$ cat src/rtl/equsamp_pkg.sv
// -----------------------------------------------------------------------------
// equsamp_pkg
//   Shared definitions for the equivalent-time sampling sequencer:
//   command opcodes, sequencer state encoding (also exported in status_word),
//   status_word field positions and the saturating delay-accumulator add.
// -----------------------------------------------------------------------------
package equsamp_pkg;

    // Command opcodes carried in cmd_in[31:28].
    localparam logic [3:0] OP_SET_STEP  = 4'h1;
    localparam logic [3:0] OP_SET_COUNT = 4'h2;
    localparam logic [3:0] OP_START     = 4'h3;
    localparam logic [3:0] OP_ABORT     = 4'h4;

    // Encoding is visible to software through status_word[31:28].
    typedef enum logic [3:0] {
        ST_IDLE  = 4'd0,
        ST_ARM   = 4'd1,
        ST_DELAY = 4'd2,
        ST_FIRE  = 4'd3,
        ST_WAIT  = 4'd4,
        ST_DONE  = 4'd5
    } seqState_e;

    // status_word layout.
    localparam int STAT_STATE_LSB = 28;
    localparam int STAT_BUSY      = 27;
    localparam int STAT_DONE      = 26;
    localparam int STAT_TMO       = 25;
    localparam int STAT_INDEX_LSB = 12;
    localparam int STAT_COUNT_LSB = 0;
    localparam int STAT_FIELD_W   = 12;

    // Unsigned add of two values of 'width' bits (width <= 32) that clamps at
    // all-ones instead of wrapping, so the trigger delay never folds back.
    function automatic logic [31:0] satAdd(input logic [31:0] a,
                                           input logic [31:0] b,
                                           input int unsigned width);
        logic [32:0] sum;
        logic [32:0] maxVal;
        sum    = {1'b0, a} + {1'b0, b};
        maxVal = (33'd1 << width) - 33'd1;
        return (sum > maxVal) ? maxVal[31:0] : sum[31:0];
    endfunction

endpackage

$ cat src/rtl/equsamp_seq_ctrl_trig_edge_sync.sv
// -----------------------------------------------------------------------------
// trig_edge_sync
//   Brings the asynchronous external trigger into the clk domain through a
//   two-flop synchronizer and produces a registered one-cycle pulse on each
//   rising edge. The pulse appears 3 clk edges after trigIn rises.
//
// Ports
//   clk      in   sampling clock
//   rest     in   synchronous active-high reset (all flops to 0)
//   trigIn   in   asynchronous trigger input
//   trigEdge out  one-cycle pulse per synchronized rising edge
// -----------------------------------------------------------------------------
module trig_edge_sync (
    input  logic clk,
    input  logic rest,
    input  logic trigIn,
    output logic trigEdge
);

    logic syncMeta;    // first stage, may go metastable
    logic syncStable;  // second stage, safe to use
    logic syncPrev;    // previous synchronized level for edge detection

    // NOTE: non-blocking assignments let every flop sample its pre-edge input, which is what makes this a shift chain.
    always_ff @(posedge clk) begin
        if (rest) begin
            syncMeta   <= 1'b0;
            syncStable <= 1'b0;
            syncPrev   <= 1'b0;
            trigEdge   <= 1'b0;
        end else begin
            syncMeta   <= trigIn;
            syncStable <= syncMeta;
            syncPrev   <= syncStable;
            trigEdge   <= syncStable & ~syncPrev;
        end
    end

endmodule

$ cat src/rtl/equsamp_seq_ctrl.sv
// -----------------------------------------------------------------------------
// equsamp_seq_ctrl
//   Equivalent-time sampling sequencer. Decodes SPI command words, arms on the
//   external trigger and fires one ADC start per trigger at a delay that grows
//   by 'step' clk cycles per sample. Returned samples are written to the
//   capture buffer and a status word is published for SPI readout.
//
// Ports
//   clk          in   sampling clock (single domain)
//   rest         in   synchronous active-high reset
//   cmd_in       in   command word {opcode[31:28], payload[27:0]}
//   cmd_valid    in   one-cycle command strobe
//   trig_in      in   asynchronous external trigger
//   adc_done     in   one-cycle sample-valid pulse
//   adc_data     in   ADC sample
//   adc_start    out  one-cycle conversion start pulse
//   wr_en        out  buffer write strobe (registered)
//   wr_addr      out  buffer write address (registered)
//   wr_data      out  buffer write data (registered)
//   busy         out  acquisition in progress
//   done         out  sticky completion flag
//   status_word  out  {state, busy, done, tmo_err, 0, index, count} (registered)
// -----------------------------------------------------------------------------
module equsamp_seq_ctrl
    import equsamp_pkg::*;
#(
    parameter int ADDR_W  = 12,
    parameter int DLY_W   = 24,
    parameter int TIMEOUT = 1024
) (
    input  logic              clk,
    input  logic              rest,
    input  logic [31:0]       cmd_in,
    input  logic              cmd_valid,
    input  logic              trig_in,
    input  logic              adc_done,
    input  logic [15:0]       adc_data,
    output logic              adc_start,
    output logic              wr_en,
    output logic [ADDR_W-1:0] wr_addr,
    output logic [15:0]       wr_data,
    output logic              busy,
    output logic              done,
    output logic [31:0]       status_word
);

    localparam int               TCNT_W   = $clog2(TIMEOUT + 1);
    localparam logic [TCNT_W-1:0] TMO_LAST = TCNT_W'(TIMEOUT - 1);

    seqState_e         state;
    seqState_e         nextState;
    logic [DLY_W-1:0]  step;
    logic [DLY_W-1:0]  acc;
    logic [DLY_W-1:0]  dcnt;
    logic [ADDR_W-1:0] count;
    logic [ADDR_W-1:0] index;
    logic [ADDR_W:0]   indexPlusOne;
    logic [TCNT_W-1:0] tcnt;
    logic              tmoErr;
    logic              trigEdge;
    logic              lastSample;
    logic [31:0]       statusNext;

    // ---------------------------------------------------------------- commands
    logic [3:0] cmdOp;
    logic       setStepCmd;
    logic       setCountCmd;
    logic       startCmd;
    logic       abortCmd;
    logic       unusedCmdBits;

    assign cmdOp       = cmd_in[31:28];
    assign setStepCmd  = cmd_valid && (cmdOp == OP_SET_STEP);
    assign setCountCmd = cmd_valid && (cmdOp == OP_SET_COUNT);
    assign startCmd    = cmd_valid && (cmdOp == OP_START);
    assign abortCmd    = cmd_valid && (cmdOp == OP_ABORT);
    // Payload bits beyond the step/count fields carry no meaning.
    assign unusedCmdBits = ^cmd_in[27:0];

    // ---------------------------------------------------------------- trigger
    trig_edge_sync uTrigSync (
        .clk      (clk),
        .rest     (rest),
        .trigIn   (trig_in),
        .trigEdge (trigEdge)
    );

    // Extended by one bit so index+1 never wraps before the compare.
    assign indexPlusOne = {1'b0, index} + {{ADDR_W{1'b0}}, 1'b1};
    assign lastSample   = (indexPlusOne == {1'b0, count});

    // ---------------------------------------------------------------- FSM
    always_ff @(posedge clk) begin
        if (rest) begin
            state <= ST_IDLE;
        end else begin
            state <= nextState;
        end
    end

    // NOTE: nextState gets its default first so every path assigns it and no latch is inferred.
    always_comb begin
        nextState = state;
        case (state)
            ST_IDLE: begin
                if (startCmd) begin
                    nextState = (count == '0) ? ST_DONE : ST_ARM;
                end
            end
            ST_ARM: begin
                if (trigEdge) begin
                    nextState = ST_DELAY;
                end
            end
            ST_DELAY: begin
                if (dcnt == '0) begin
                    nextState = ST_FIRE;
                end
            end
            ST_FIRE: begin
                nextState = ST_WAIT;
            end
            ST_WAIT: begin
                // A sample arriving on the timeout cycle still counts.
                if (adc_done) begin
                    nextState = lastSample ? ST_DONE : ST_ARM;
                end else if (tcnt == TMO_LAST) begin
                    nextState = ST_DONE;
                end
            end
            ST_DONE: begin
                nextState = ST_IDLE;
            end
            default: begin
                nextState = ST_IDLE;
            end
        endcase
        if (abortCmd) begin
            nextState = ST_IDLE;
        end
    end

    // FIRE is a single state, so the start pulse is exactly one cycle wide and
    // comes straight from the state register.
    assign adc_start = (state == ST_FIRE);
    assign busy      = (state != ST_IDLE);

    // ---------------------------------------------------------------- datapath
    always_ff @(posedge clk) begin
        if (rest) begin
            step        <= DLY_W'(1);
            count       <= '0;
            index       <= '0;
            acc         <= '0;
            dcnt        <= '0;
            tcnt        <= '0;
            tmoErr      <= 1'b0;
            done        <= 1'b0;
            wr_en       <= 1'b0;
            wr_addr     <= '0;
            wr_data     <= '0;
            status_word <= '0;
        end else begin
            wr_en       <= 1'b0;
            status_word <= statusNext;
            // ABORT freezes the datapath: index stays readable, no write
            // escapes and done keeps its previous value.
            if (!abortCmd) begin
                case (state)
                    ST_IDLE: begin
                        if (setStepCmd) begin
                            step <= cmd_in[DLY_W-1:0];
                        end
                        if (setCountCmd) begin
                            count <= cmd_in[ADDR_W-1:0];
                        end
                        if (startCmd && (count != '0)) begin
                            index  <= '0;
                            acc    <= '0;
                            done   <= 1'b0;
                            tmoErr <= 1'b0;
                        end
                    end
                    ST_ARM: begin
                        if (trigEdge) begin
                            dcnt <= acc;
                        end
                    end
                    ST_DELAY: begin
                        if (dcnt != '0) begin
                            dcnt <= dcnt - DLY_W'(1);
                        end
                    end
                    ST_FIRE: begin
                        tcnt <= '0;
                    end
                    ST_WAIT: begin
                        if (adc_done) begin
                            wr_en   <= 1'b1;
                            wr_addr <= index;
                            wr_data <= adc_data;
                            index   <= indexPlusOne[ADDR_W-1:0];
                            acc     <= DLY_W'(satAdd(32'(acc), 32'(step), DLY_W));
                        end else if (tcnt == TMO_LAST) begin
                            tmoErr <= 1'b1;
                        end else begin
                            tcnt <= tcnt + TCNT_W'(1);
                        end
                    end
                    ST_DONE: begin
                        done <= 1'b1;
                    end
                    default: begin
                    end
                endcase
            end
        end
    end

    // ---------------------------------------------------------------- status
    always_comb begin
        statusNext = '0;
        statusNext[STAT_STATE_LSB +: 4]            = state;
        statusNext[STAT_BUSY]                      = busy;
        statusNext[STAT_DONE]                      = done;
        statusNext[STAT_TMO]                       = tmoErr;
        statusNext[STAT_INDEX_LSB +: STAT_FIELD_W] = STAT_FIELD_W'(index);
        statusNext[STAT_COUNT_LSB +: STAT_FIELD_W] = STAT_FIELD_W'(count);
    end

endmodule

$ cat config.mk
export PLATFORM = sky130hd
export DESIGN_NAME = equsamp_seq_ctrl
export DESIGN_NICKNAME = d
export VERILOG_FILES = /design/src/rtl/equsamp_pkg.sv /design/src/rtl/equsamp_seq_ctrl_trig_edge_sync.sv /design/src/rtl/equsamp_seq_ctrl.sv
export SDC_FILE = /design/constraint.sdc
export NUM_CORES = 1
export LEC_CHECK = 0
export CORE_MARGIN = 8
export CORE_UTILIZATION = 50
export DETAILED_ROUTE_END_ITERATION = 10
export PLACE_DENSITY = 0.76
export SYNTH_ARGS = -nofsm -noshare
export SYNTH_HDL_FRONTEND = slang
export SYNTH_SLANG_ARGS = --single-unit
$ cat constraint.sdc
create_clock -name clk -period 8.3 [get_ports clk]
set_input_delay 2.49 -clock clk [delete_from_list [all_inputs] [get_ports clk]]
set_output_delay 2.49 -clock clk [all_outputs]
set_load 0.02 [all_outputs]
# == Word level (Yosys, flattened, before mapping) ==
# Cells that the tools add are included.
# classes
addsub,4
n_lt_le_gt_ge,1
eq_ne,21
n_mux,27
bitwise_logic,4
reduce_logical,26
# ops
cell,n
$mux 24,5
$pmux 24 s2,2
$add 24x24->25,1
$gt 25x24->1 const B,1
$logic_not 24->1,1
$mux 12,2
$pmux 12 s2,1
$reduce_bool 24->1,1
$sub 24x1->24 const B,1
$mux 11,2
$pmux 11 s2,1
$mux 4,5
$pmux 4 s5,1
$eq 4x2->1 const B,4
$ne 2x2->1 const B,8
$reduce_and 4->1,4
$add 12x1->13 const B,1
$eq 13x12->1,1
$eq 4x3->1 const B,3
$logic_not 12->1,1
$reduce_and 3->1,4
$reduce_bool 12->1,1
$add 11x1->11 const B,1
$eq 11x10->1 const B,1
15 further kinds,30
# totals
reg_bits,178
input_bits,53
out_inout_bits,64
word_cells,101

# == Depth between registers and ports, before layout ==
# depth
depth_word,5
depth_mapped,12
ltp_nobuf,11

# == Cells and area by module ==
# Synthesis repeated with hierarchy kept, for this count alone.
# hier_totals
cells_unflattened,1003
area_unflattened_um2,8374.3
# modules_own_cells
module,instances,cells_each,area_each_um2,seq_area_each_um2
equsamp_seq_ctrl,1,995,8262.9,3423.3
trig_edge_sync,1,8,111.4,80.1

# == Worst setup path after synthesis ==
# No wires, ideal clock.
# synth_path
path_type,input port to flip-flop
startpoint,in cmd_valid
endpoint,reg acc[23]
setup_time_ns,0.127
t_arrival_ns,4.092
required_ns,8.173
path_slack_ns,4.081
path_stages,10
n_path_buf,3
cell_sequence,nor2b_1 > nand3_1 > and3_1 > clkbuf_1 > nand2_1 > clkbuf_1 > clkbuf_1 > nor2_1 > mux2i_1 > nand3_1
# synth_via
elab_chain_cells,4
word_cells_on_any_way,6
classes_between,1 x eq/ne; 1 x bitwise; 4 x reduce/logical
# synth_lines
element,line_no,source
start: declaration,equsamp_seq_ctrl.sv:34,"input logic cmd_valid,"
$logic_and 1x1->1,equsamp_seq_ctrl.sv:75,assign startCmd = cmd_valid && (cmdOp == OP_START);
$logic_and 1x1->1,equsamp_seq_ctrl.sv:177,if (startCmd && (count != '0)) begin
$ne 2x2->1 (no source line),-,
$reduce_and 4->1 (no source line) *,-,
end signal: assignment,equsamp_seq_ctrl.sv:203,"acc <= DLY_W'(satAdd(32'(acc), 32'(step), DLY_W));"
end: declaration,equsamp_seq_ctrl.sv:53,logic [DLY_W-1:0] acc;
# Mark *: on every way between the ends. The rest lies on a longest branch, timed or not.
# A chain may end at the register's enable or synchronous reset.

# == Worst setup path after layout ==
# layout_path
startpoint,in cmd_valid
endpoint,reg acc[19]
# Same word-level chain as after synthesis.

==> flow_summary_export.csv <==
group,metric,value,unit
placed_design,detailedPlacementHpwl,15000,microns
finish,antenna-diode-count,0,
detailed_routing,detailedRoute.firstIterationViolations,544,
finish,design.final.nets,1199,
floorplanning,die-height,146,microns
sta,postLayoutSetupSlackWorst,2.40,ns
global_routing,largest_net_degree_at_the_start_of_global_routing,65,
sta,finalHoldWorstSlack,0.384,ns
synthesis,netlist-cell-type-count,78,
synthesis,yosys.area_share.xor_xnor,0.0392,
pwr,p_comb_frac,0.054,
synthesis,synthAdderAreaFrac,0.0422,
sta,clock_skew,0.00849,ns
floorplanning,pin_count,117,
clocking,cts_resized,0,
global_routing,globalRoute.totalOverflow,0,
synthesis,synth-simple-area-share,0.239,
floorplanning,die-width,146,microns
pwr,share_clk_of_total_power,0.464,
worst_setup_path,worst_setup_path_end_kind,"register",
pwr,worst_ir_drop_vdd,157,uV
clocking,clock_path_buffers,2,
worst_setup_path,worst_path_largest_cell_delay,0.93,ns
pwr,power_density,173,mW/mm^2
finish,ff_latch_area,0.00350,sq mm
sta,fin_setup_tns,0,ns
synthesis,synth.avg_cell_area,8.14,sq um
detailed_routing,drt_pre_antenna_iters,5,
floorplanning,initial_utilization,0.512,
sta,report.final.hold_viol_count,0,
global_routing,number_of_global_route_vias_before_repair,7230,
worst_setup_path,cp_max_fo,33,
worst_setup_path,critical_path.slowest_cell,"clkinv_1",
synthesis,synth-edff-count,0,
global_routing,initial_antenna_violation_count,0,
finish,area_delta_synth_final,20.8,%
min_path,worstHoldPathType,"reg2reg",
pwr,leakage,3.80,nW
placed_design,numPortBuffers,110,
finish,drive_gt1_frac,0.0664,
synthesis,syn_area,0.00848,sq mm
synthesis,post-synth-top-area-fraction,0.413,
pwr,power.switching,0.000407,W
worst_setup_path,endpoint_of_the_worst_setup_timing_path,"acc[19]",
synthesis,synth_sequential_area_ratio,0.413,
finish,fillCellCount,1477,
synthesis,netlist_instances,1042,
clocking,cts.sinks,175,
finish,multiInputGateArea,0.00466,sq mm
sta,count_of_endpoints_failing_setup_in_the_final_report,0,
detailed_routing,wirelength,21900,microns
worst_setup_path,timing.rr.end,"acc[19]",
clocking,clock-root-buffer,"clkbuf_16",
worst_setup_path,crit_type,"in2reg",
synthesis,dominantRegCellSynth,"dfxtp_1",
clocking,post_cts.repair.setup_buffers,0,
flow_run,max_cap_violations,0,
worst_setup_path,reg2reg_setup_slack,4.52,ns
sta,achievable-frequency,0.170,GHz
synthesis,yosysWarnings,0,
floorplanning,dieArea,0.0214,sq mm
worst_setup_path,worst-endpoint-required,8.59,ns
synthesis,synthTopCellsByArea,"dfxtp_1 (41%), nand2_1 (8.5%), a21oi_1 (6.2%)",
sta,final-max-slew-violation-count,0,
synthesis,yosysTopAreaCell,"dfxtp_1",
worst_setup_path,crit_path_cell_trace,"clkdlybuf4s50_1 -> nor2b_1 -> nand3_1 -> and3_1 -> buf_4 -> nand2_1 -> clkinv_1 -> nand2_1 -> o211ai_1",
global_routing,gr-usage-all-layers,0.205,
worst_setup_path,setup.worst_path.start_class,"primary input",
detailed_routing,avgRoutedWirePerCell,16.2,microns
clocking,cts_max_level,4,
floorplanning,row_count,47,
pwr,power.switching_fraction,0.230,
worst_setup_path,worst_setup_path_startpoint,"cmd_valid",
synthesis,yosys_register_bits,175,
sta,layout_min_cycle_time,5.90,ns
sta,final.period_utilization,0.710,
worst_setup_path,path_depth,9,
worst_setup_path,signal_arrival_time_at_the_worst_endpoint,6.18,ns
placed_design,place.gp.congestion,0.880,
synthesis,largest_family_of_logic_cells_by_synthesized_area,"simple AND/OR/NAND/NOR gates",
clocking,clock_latency,0.43,ns
synthesis,synthesized_area_fraction_occupied_by_ao_oa_aoi_and_oai_cells,0.207,
detailed_routing,final_antenna_net_count,0,
clocking,clk_transition_reported_paths,0.07,ns
global_routing,global_route_wire_length_before_repair,36400,microns
detailed_routing,routed_via_density,5.62,
sta,grt_setup_unrepaired,"false",
worst_setup_path,timing.critical_path.mode_cell,"nand2_1",
detailed_routing,post-route-drc-count,0,
worst_setup_path,cpLargestDelayFamily,"simple AND/OR/NAND/NOR gates",
sta,worst_slew_pin_slew,1.04,ns
synthesis,postSynth.asyncResetShare,0,
clocking,clock_tree_from_tritoncts,"done",
synthesis,synth_top_cells_by_count,"nand2_1 (193), dfxtp_1 (175), a21oi_1 (105)",
worst_setup_path,buf_inv_stages_crit_path,3,
worst_setup_path,rr_worst_depth,8,
placed_design,detailedPlace.worstSlack,2.02,ns
worst_setup_path,worstReg2RegStart,"state[0]",
detailed_routing,via_count,7586,
synthesis,most_common_cell_in_the_synthesized_netlist,"nand2_1",
clocking,post_cts_hold_buffer_count,0,
synthesis,synthMuxAreaShare,0.0201,
sta,relSlewSlack,0.303,
status,run_status,"finished clean",
clocking,numCtsBuffers,17,
floorplanning,core_area,0.0166,sq mm
pwr,power.sequential.fraction,0.482,
pwr,intPower,0.00136,W
==> logic make-up after synthesis <==
group / after synthesis
AND/OR/NAND/NOR: 427
AO/OA/AOI/OAI: 280
flip-flops: 175
buffers and inverters: 76
XOR/XNOR: 38
adder cells (fa/ha/maj): 28
multiplexers: 17
other: 1
==> per-stage QoR <==
| step | cells | utilization | cell area, sq um | total power [W] |
|---|---|---|---|---|
| 6_report | 1350 | 0.618 | 10200 | 0.00177 |
| 3_3_place_gp | 1319 | 0.582 | 9660 | 0.000966 |
| 3_5_place_dp | 1319 | 0.582 | 9660 | 0.000967 |
| 4_1_cts | 1350 | 0.618 | 10200 | 0.00178 |
| 2_1_floorplan | 1043 | - | 8490 | 0.000922 |
| 5_1_grt | 1350 | 0.618 | 10200 | 0.00182 |
==> sequential cells by signal, indices dropped and copies added (netlist names), 3 cells and up <==
name	cells
count	12
wr_data	16
dcnt	24
tcnt	11
wr_addr	12
index	12
acc	24
state	3
status_word	30
step	24
==> layout make-up <==
class	instances	area share
well taps	220	0.0269
multi-input cells	792	0.455
clock inverters	12	0.0156
repair buffers	119	0.114
clock buffers	19	0.0422
inverters	13	0.00476
flip-flops and latches	175	0.342
==> worst reg2reg max path, stage by stage, from the launching register on <==
cell	delay, ns
dfxtp_1	0.63
nor2_4	0.11
and2_2	0.25
and3_1	0.18
buf_4	0.24
nand2_1	0.68
clkinv_1	0.93
nand2_1	0.48
o211ai_1	0.13
==> layout by cell type, fill, tap and decap left out, drive strengths merged, types with 4 or more instances in the layout <==
cell type and count:
nor3 24, o21a 10, a21o 6, a31oi 7
or2 4, a221oi 5, xor2 16, nand2b 11
clkdlybuf4s50 109, a22oi 6, o21ai 83, o31ai 12
dfxtp 175, and3 14, nor4 7, mux2i 17
or3 9, nand4 7, nor2 75, clkbuf 19
inv 15, o211ai 7, a211oi 11, nand3 28
nor2b 43, a21oi 105, buf 10, ha 27
clkinv 4, xnor2 22, nand2 193
==> power groups by stage <==
stage	registers [W]	logic, W	clock network [W]
floorplan	0.000873	0.0000489	0
finish	0.000854	0.0000956	0.000822
global placement	0.000873	0.0000935	0
detailed placement	0.000873	0.0000945	0
CTS	0.000854	0.0000952	0.000831
global route	0.000855	0.000103	0.000867
==> per-layer routing <==
metal | share of wire | vias up | track usage
met1 | 0.47 | 3558 | 0.272
met3 | 0.059 | 29 | 0.0457
met2 | 0.46 | 212 | 0.324
li1 | - | 3787 | -
met4 | 0.016 | 0 | 0.0639
met5 | 0 | - | 0
==> worst min-delay path by stage <==
stage | start | to | slack, ns | cells past startpoint
after floorplan | uTrigSync.syncPrev | uTrigSync.trigEdge | 0.37 | 1
after global placement | uTrigSync.syncPrev | uTrigSync.trigEdge | 0.37 | 1
after detailed placement | uTrigSync.syncPrev | uTrigSync.trigEdge | 0.38 | 1
after CTS | uTrigSync.syncPrev | uTrigSync.trigEdge | 0.39 | 1
after global routing | uTrigSync.syncPrev | uTrigSync.trigEdge | 0.39 | 1
final | uTrigSync.syncPrev | uTrigSync.trigEdge | 0.38 | 1
No activity file was read; power rests on OpenSTA's default activity.
